--- src/rtl/pipe_skid_stage_pkg.sv ---
// -----------------------------------------------------------------------------
// pipe_skid_stage_pkg
//   Shared definitions for the pipeline stage registers (IF/ID, ID/EX,
//   EX/MEM, MEM/WB).
//   - FSM state encodings for the stage holding register.
//   - Default NOP control word, used as BUBBLE by the ID/EX instance.
//   - Helper that maps a stage state to its entry count.
// -----------------------------------------------------------------------------
package pipe_skid_stage_pkg;

   // Stage FSM encodings. The numeric value equals the number of held
   // entries, so occupancy can be derived directly from the state.
   localparam logic [1:0] ST_EMPTY = 2'd0;
   localparam logic [1:0] ST_ONE   = 2'd1;
   localparam logic [1:0] ST_TWO   = 2'd2;

   // All-zero control word decodes as a NOP in the ID/EX control field:
   // no register write, no memory access, no branch.
   localparam logic [31:0] NOP_CTRL = 32'h0000_0000;

   // Number of entries held by the stage in a given state. Unused
   // encodings report zero, matching the recovery state of the FSM.
   function automatic logic [1:0] state_occupancy(input logic [1:0] st);
      logic [1:0] occ;
      case (st)
         ST_EMPTY: occ = 2'd0;
         ST_ONE:   occ = 2'd1;
         ST_TWO:   occ = 2'd2;
         default:  occ = 2'd0;
      endcase
      return occ;
   endfunction

endpackage

--- src/rtl/pipe_skid_stage_if.sv ---
// -----------------------------------------------------------------------------
// pipe_skid_stage_if
//   Handshake bundle around one pipeline stage register.
//   Upstream side : in_valid, in_data  (into the stage), in_ready (out of it)
//   Downstream    : out_valid, out_data (out of the stage), out_ready (into it)
//   Modports:
//     slave  - the stage itself
//     master - whatever surrounds the stage (producer + consumer)
// -----------------------------------------------------------------------------
interface pipe_skid_stage_if #(
   parameter int WIDTH = 32
);
   logic             in_valid;
   logic [WIDTH-1:0] in_data;
   logic             in_ready;
   logic             out_valid;
   logic [WIDTH-1:0] out_data;
   logic             out_ready;

   modport master (
      output in_valid,
      output in_data,
      input  in_ready,
      input  out_valid,
      input  out_data,
      output out_ready
   );

   modport slave (
      input  in_valid,
      input  in_data,
      output in_ready,
      output out_valid,
      output out_data,
      input  out_ready
   );

endinterface

--- src/rtl/pipe_skid_stage_data_reg.sv ---
// -----------------------------------------------------------------------------
// pipe_data_reg
//   WIDTH-bit holding register with load enable and a synchronous clear to
//   RST_VAL. Clear wins over load.
//   Ports:
//     CLK   in   1      clock
//     clr   in   1      synchronous clear to RST_VAL
//     load  in   1      capture d
//     d     in   WIDTH  next value
//     q     out  WIDTH  registered value
// -----------------------------------------------------------------------------
module pipe_data_reg #(
   parameter int               WIDTH   = 32,
   parameter logic [WIDTH-1:0] RST_VAL = '0
) (
   input  logic             CLK,
   input  logic             clr,
   input  logic             load,
   input  logic [WIDTH-1:0] d,
   output logic [WIDTH-1:0] q
);

   // Holding register: clear to RST_VAL, otherwise load or hold.
   always_ff @(posedge CLK) begin
      if (clr) begin
         q <= RST_VAL;
      end else if (load) begin
         q <= d;
      end else begin
         q <= q;
      end
   end

endmodule

--- src/rtl/pipe_skid_stage.sv ---
// -----------------------------------------------------------------------------
// pipe_skid_stage
//   Pipeline stage register with valid/ready handshake on both sides, an
//   optional second (skid) entry and a synchronous flush that turns the stage
//   into a bubble. There is no combinational path from in_data/in_valid to
//   out_data/out_valid.
//   Parameters:
//     WIDTH   bits per entry
//     BUBBLE  value on out_data whenever no valid entry is held
//     SKID    1: two entries, in_ready from state only;
//             0: one entry, in_ready = ~out_valid | out_ready
//   Ports:
//     CLK        in   1      clock
//     CLR        in   1      synchronous active-high reset
//     flush      in   1      drop all held entries and the same-cycle input
//     bus        slave       in_valid/in_data/in_ready, out_valid/out_data/out_ready
//     occupancy  out  2      held entries (0..2)
// -----------------------------------------------------------------------------
module pipe_skid_stage
   import pipe_skid_stage_pkg::*;
#(
   parameter int               WIDTH  = 32,
   parameter logic [WIDTH-1:0] BUBBLE = '0,
   parameter bit               SKID   = 1'b1
) (
   input  logic                    CLK,
   input  logic                    CLR,
   input  logic                    flush,
   pipe_skid_stage_if.slave        bus,
   output logic [1:0]              occupancy
);

   logic [1:0]       state_r;
   logic [1:0]       state_nxt_s;
   logic             in_ready_s;
   logic             out_valid_s;
   logic             in_fire_s;
   logic             out_fire_s;
   logic             main_load_s;
   logic             main_clr_s;
   logic [WIDTH-1:0] main_d_s;
   logic [WIDTH-1:0] main_q_s;
   logic             skid_load_s;
   logic             skid_clr_s;
   logic [WIDTH-1:0] skid_q_s;

   assign out_valid_s = (state_r != ST_EMPTY);
   assign in_fire_s   = bus.in_valid & in_ready_s;
   assign out_fire_s  = out_valid_s & bus.out_ready;

   // With a skid entry the upstream ready depends only on the stage state,
   // which breaks the ready chain between stages. Without it, the stage can
   // accept only when it is empty or its head leaves this cycle.
   generate
      if (SKID) begin : g_skid
         assign in_ready_s = ~CLR & (state_r != ST_TWO);
      end else begin : g_single
         assign in_ready_s = ~CLR & (~out_valid_s | bus.out_ready);
      end
   endgenerate

   // Next-state and register-control decode. Reset and flush empty both
   // entries; leaving an entry empty always clears it so main shows BUBBLE.
   always_comb begin
      state_nxt_s = state_r;
      main_load_s = 1'b0;
      main_clr_s  = 1'b0;
      main_d_s    = bus.in_data;
      skid_load_s = 1'b0;
      skid_clr_s  = 1'b0;
      if (CLR || flush) begin
         state_nxt_s = ST_EMPTY;
         main_clr_s  = 1'b1;
         skid_clr_s  = 1'b1;
      end else begin
         case (state_r)
            ST_EMPTY: begin
               if (in_fire_s) begin
                  state_nxt_s = ST_ONE;
                  main_load_s = 1'b1;
               end else begin
                  state_nxt_s = ST_EMPTY;
               end
            end
            ST_ONE: begin
               if (in_fire_s && out_fire_s) begin
                  state_nxt_s = ST_ONE;
                  main_load_s = 1'b1;
               end else if (in_fire_s) begin
                  // Head is stalled: park the new entry behind it. In the
                  // single-entry build in_ready already implies out_fire.
                  if (SKID) begin
                     state_nxt_s = ST_TWO;
                     skid_load_s = 1'b1;
                  end else begin
                     state_nxt_s = ST_ONE;
                  end
               end else if (out_fire_s) begin
                  state_nxt_s = ST_EMPTY;
                  main_clr_s  = 1'b1;
               end else begin
                  state_nxt_s = ST_ONE;
               end
            end
            ST_TWO: begin
               if (out_fire_s) begin
                  state_nxt_s = ST_ONE;
                  main_load_s = 1'b1;
                  main_d_s    = skid_q_s;
                  skid_clr_s  = 1'b1;
               end else begin
                  state_nxt_s = ST_TWO;
               end
            end
            default: begin
               // Unreachable encoding: recover to a clean bubble.
               state_nxt_s = ST_EMPTY;
               main_clr_s  = 1'b1;
               skid_clr_s  = 1'b1;
            end
         endcase
      end
   end

   // Stage state register; flush is already folded into state_nxt_s.
   always_ff @(posedge CLK) begin
      if (CLR) begin
         state_r <= ST_EMPTY;
      end else begin
         state_r <= state_nxt_s;
      end
   end

   pipe_data_reg #(
      .WIDTH   (WIDTH),
      .RST_VAL (BUBBLE)
   ) u_main (
      .CLK  (CLK),
      .clr  (main_clr_s),
      .load (main_load_s),
      .d    (main_d_s),
      .q    (main_q_s)
   );

   pipe_data_reg #(
      .WIDTH   (WIDTH),
      .RST_VAL (BUBBLE)
   ) u_skid (
      .CLK  (CLK),
      .clr  (skid_clr_s),
      .load (skid_load_s),
      .d    (bus.in_data),
      .q    (skid_q_s)
   );

   assign bus.in_ready  = in_ready_s;
   assign bus.out_valid = out_valid_s;
   assign bus.out_data  = main_q_s;
   assign occupancy     = state_occupancy(state_r);

endmodule

--- src/flat_wrapper.sv ---
// flat-port wrapper written by rule: the top's interface ports become plain ports
module pipe_skid_stage_flat import pipe_skid_stage_pkg::*;
#(
   parameter int               WIDTH  = 32,
   parameter logic [WIDTH-1:0] BUBBLE = '0,
   parameter bit               SKID   = 1'b1
)
  (CLK, CLR, flush, occupancy, bus_in_valid, bus_in_data, bus_in_ready, bus_out_valid, bus_out_data, bus_out_ready);
  pipe_skid_stage_if #(.WIDTH(WIDTH)) bus_i ();
  input  logic CLK;
  input  logic CLR;
  input  logic flush;
  output logic [1:0] occupancy;
  input wire logic [$bits(bus_i.in_valid)-1:0] bus_in_valid;
  input wire logic [$bits(bus_i.in_data)-1:0] bus_in_data;
  output wire logic [$bits(bus_i.in_ready)-1:0] bus_in_ready;
  output wire logic [$bits(bus_i.out_valid)-1:0] bus_out_valid;
  output wire logic [$bits(bus_i.out_data)-1:0] bus_out_data;
  input wire logic [$bits(bus_i.out_ready)-1:0] bus_out_ready;
  assign bus_i.in_valid = bus_in_valid;
  assign bus_i.in_data = bus_in_data;
  assign bus_in_ready = bus_i.in_ready;
  assign bus_out_valid = bus_i.out_valid;
  assign bus_out_data = bus_i.out_data;
  assign bus_i.out_ready = bus_out_ready;
  pipe_skid_stage #(.WIDTH(WIDTH), .BUBBLE(BUBBLE), .SKID(SKID)) u_core (.CLK(CLK), .CLR(CLR), .flush(flush), .bus(bus_i), .occupancy(occupancy));
endmodule
--- config.mk ---
export PLATFORM = sky130hd
export DESIGN_NAME = pipe_skid_stage_flat
export DESIGN_NICKNAME = d
export VERILOG_FILES = /design/src/rtl/pipe_skid_stage_pkg.sv /design/src/rtl/pipe_skid_stage_if.sv /design/src/rtl/pipe_skid_stage_data_reg.sv /design/src/rtl/pipe_skid_stage.sv /design/src/flat_wrapper.sv
export SDC_FILE = /design/constraint.sdc
export NUM_CORES = 1
export LEC_CHECK = 0
export CORE_ASPECT_RATIO = 0.75
export CORE_MARGIN = 2
export CORE_UTILIZATION = 52
export CTS_BUF_LIST = sky130_fd_sc_hd__clkbuf_2
export CTS_CLUSTER_SIZE = 8
export DETAILED_ROUTE_END_ITERATION = 7
export GPL_ROUTABILITY_DRIVEN = 0
export PLACE_DENSITY = 0.89
export SETUP_SLACK_MARGIN = 0.02
export SYNTH_ARGS = -nofsm -noshare
export SYNTH_HDL_FRONTEND = slang
export SYNTH_SLANG_ARGS = --single-unit
--- constraint.sdc ---
create_clock -name CLK -period 3 [get_ports CLK]
set_input_delay 0.3 -clock CLK [delete_from_list [all_inputs] [get_ports CLK]]
set_output_delay 0.3 -clock CLK [all_outputs]
set_load 0.01 [all_outputs]
==> flow_results.org <==
** STA
- Fin Clk Skew :: 17.5 ps
- Maximum achievable frequency :: 377 MHz
- In the final timing run, aggregate negative setup slack is 0 ps.
- The count of final hold-check violations is 0.
- The worst path uses 88.5% of the clock period.
- Unrepaired setup endpoints after global routing :: no
- Subtracting the final worst setup slack from the clock period gives 2650 ps.
- At the pin with the least slew margin, the transition time is 1080 ps.
- The number of pins with negative max-slew slack in the final report came to 0.
- Worst rel slew slack :: 28.2%
- Setup violations remaining at the end of the flow were counted as 0.

** Placement
- Detailed placer's ending HPWL :: 5590 um
- IO buf count :: 72

** Power and ir drop
- For this design the ratio of total power to cell area is 459 nW/um2.
- Across the VDD grid, the largest voltage drop is 0.000365 V.
- Internal power comes to 1370 uW.
- Combinational cells account for 13.0% of the total power.
- Leakage :: 0.00125 uW
- Sequential cells account for 49.2% of the total power.
- Net switching is 25.6% of the power.
- The analysis attributes to net switching a power of 473 uW.
- The clock network is responsible for 37.9% of the overall power.

** Global route
- Entering global routing, the biggest net connects 34 pins.
- For this run, the total global-route usage over all layers was measured as 28.2%.
- The initial antenna violation count was 0.
- The via count of the first global-routing pass was 3067.
- First-pass GRT wire length :: 14800 um
- Grt ovf :: 0

** Worst setup path
- The worst setup path is launched from a flip-flop.
- In this run the register-to-register setup slack is 350 ps.
- STA puts the critical path data required time at 3420 ps.
- Capturing element type of the critical path :: flip-flop
- The critical path is of the reg -> reg type.
- Crit path arrival time :: 3070 ps
- Critical-path maximum fanout :: 14

** Floorplanning
- The total area inside the core boundary comes to 5800 um2.
- The floorplan step defined a die boundary enclosing 6640 um2.
- The die is 71.1 um tall.
- Measured along the x axis, the die boundary spans 93.4 um.
- 73 I/O pins were placed.
- Initial standard-cell utilization of the core :: 53.8%
- Number of standard-cell rows in the floorplan :: 24

** Clock tree
- The number of gates resized after CTS was 0.
- The tree is rooted in a clkbuf_2.
- Total number of clock tree sinks :: 66
- H-Tree Level Count :: 3
- Longest Clk Path Bufs :: 2
- Buffers inserted to repair hold after CTS numbered 0.
- TritonCTS Buffers :: 9
- TritonCTS built the clock tree.
- Post-CTS setup buffers :: 0
- Clock slew at the register clock pins of the worst setup and hold paths :: 190 ps
- Clk_lat worst skew :: 510 ps

** Synth
- Register area share after synthesis :: 42.4%
- The share of synthesized area in the top cell type comes to 42.4%.
- Number of flops mapped to enable cells by yosys :: 0
- Biggest area consumer among synthesized cells :: dfxtp_1
- When the netlist entered floorplanning its net count stood at 410.
- Each instance of the synthesized netlist takes up on average 8.43 um2.
- Netlist cell types :: 28
- Share of flip-flops with an asynchronous set or reset after synthesis :: 0%
- Counting flops and latches in the post-synthesis netlist gives 66.
- Top cells by area, synth :: dfxtp_1 (42%), o21ai_1 (11%), nand3_1 (10%), a311oi_1 (8.4%), nor4_1 (6.4%)
- In this run the cell area of the synthesized design comes to 3120 um2.
- During synthesis, Yosys emitted a total of 0 warnings.
- After technology mapping, the gate count stands at 370.
- Ys flop type :: dfxtp_1
- Top cells by count, synth :: dfxtp_1 (66), o21ai_1 (66), nand3_1 (64)

** Cells and area
- Nets :: 463
- The area growth from synthesis to layout is 28.9%.
- Final core utilization :: 69.4%
- Diodes inserted :: 0
- Fraction of final layout cells sized beyond drive strength 1 :: 9.81%

** Min path
- The min-delay analysis places its worst path in the category in -> reg.

** Routing
- Total via count in the routed design :: 3309
- After detailed routing, the number of remaining DRC violations is 0.
- For this run, the detailed router's first-pass iteration total came to 6.
- In this run the remaining antenna-violating nets after routing total 0.
- Average via count per standard cell :: 6.54
- Wires add up to 9110 um.
- For this block, the initial DRC count from the detailed router was 429.
- After detailed routing, the average wire length per cell comes to 18.0 um.

** Outcome
- Result of the run :: finished, final reports clean

** Flow run
- Reported max-cap violation count :: 0
stage by stage:
step                setup WS (ps)  hold slack (ps)  instances  instance area (um2)  power (uW)
global route                  158              311        506                 4020        1910
detailed placement            425              473        490                 3860        1160
CTS                           392              332        506                 4020        1840
finish                        346              352        506                 4020        1840
floorplan                     814              448        370                 3120        1040
global placement              551              466        490                 3860        1150
area by class of cell:
cell class                 instances  area (um2)
clock buffer                       9        45.0
clock inverter                     7         118
fill                             464        1770
inverter                           4        15.0
multi-input combinational        251        1550
sequential                        66        1320
tap                               78        97.6
timing repair buffer              91         876
layout by cell type, fill, tap and decap left out, drive strengths merged:
master         netlist  layout
a21oi               33      33
a311oi              32      32
and2                 1       1
and3b                2       2
buf                 25      19
bufinv               0       3
clkbuf              24       9
clkdlybuf4s50        0      72
clkinv               0       4
dfxtp               66      66
ha                   3       3
inv                  4       4
nand2                2       2
nand2b               1       1
nand3               64      64
nor2                 2       2
nor2b                2       2
nor3b                1       1
nor4                32      32
nor4b                3       3
o21a                 1       1
o21ai               66      66
o22ai                1       1
o31a                 1       1
or2                  1       1
or3b                 1       1
or4b                 2       2
metal layers:
layer | GRT usage [%] | share of wire, % | vias to the layer above
li1 | - | - | 1527
met1 | 37.9 | 42 | 1531
met2 | 44.1 | 46 | 233
met3 | 7.77 | 11 | 18
met4 | 9.64 | 1.2 | 0
met5 | 0 | 0 | -
flip-flops by register name (all words and copies together), names as in the netlist:
signal,cells
u_core.u_skid.q,32
u_core.state_r,2
u_core.u_main.q,32
cell families after synthesis:
logic type                 share of synthesized area [%]
DFF                                                 42.4
buffers and inverters                               8.26
and+or+nand+nor                                     21.9
AOI/OAI and AO/OA                                   26.3
adders and majority gates                           1.20
worst max-delay path, cell delays in order, from the launching register on:
cell and delay [ps]:
dfxtp_1 710, nor2b_1 140, nor3b_1 390, ha_1 220
and3b_1 460, buf_4 290, nor4_1 80, a311oi_1 280
path summary, 6_finish.rpt:
check / from / endpoint / cells after the start
worst min-delay path: bus_in_data[10] / u_core.u_skid.q[10] / 3
worst max register to register: u_core.state_r[0] / u_core.u_main.q[20] / 7
worst min register to register: u_core.u_skid.q[12] / u_core.u_main.q[12] / 2
worst max-delay path: u_core.state_r[0] / u_core.u_main.q[20] / 7
power by group through the flow:
| stage | Sequential (uW) | Combinational, uW | Clock [uW] |
|---|---|---|---|
| 2_1_floorplan | 928 | 109 | 0 |
| 3_3_place_gp | 924 | 230 | 0 |
| 3_5_place_dp | 924 | 234 | 0 |
| 4_1_cts | 907 | 236 | 701 |
| 5_1_grt | 910 | 256 | 749 |
| 6_report | 907 | 239 | 699 |
(Power assumes the default switching activity.)
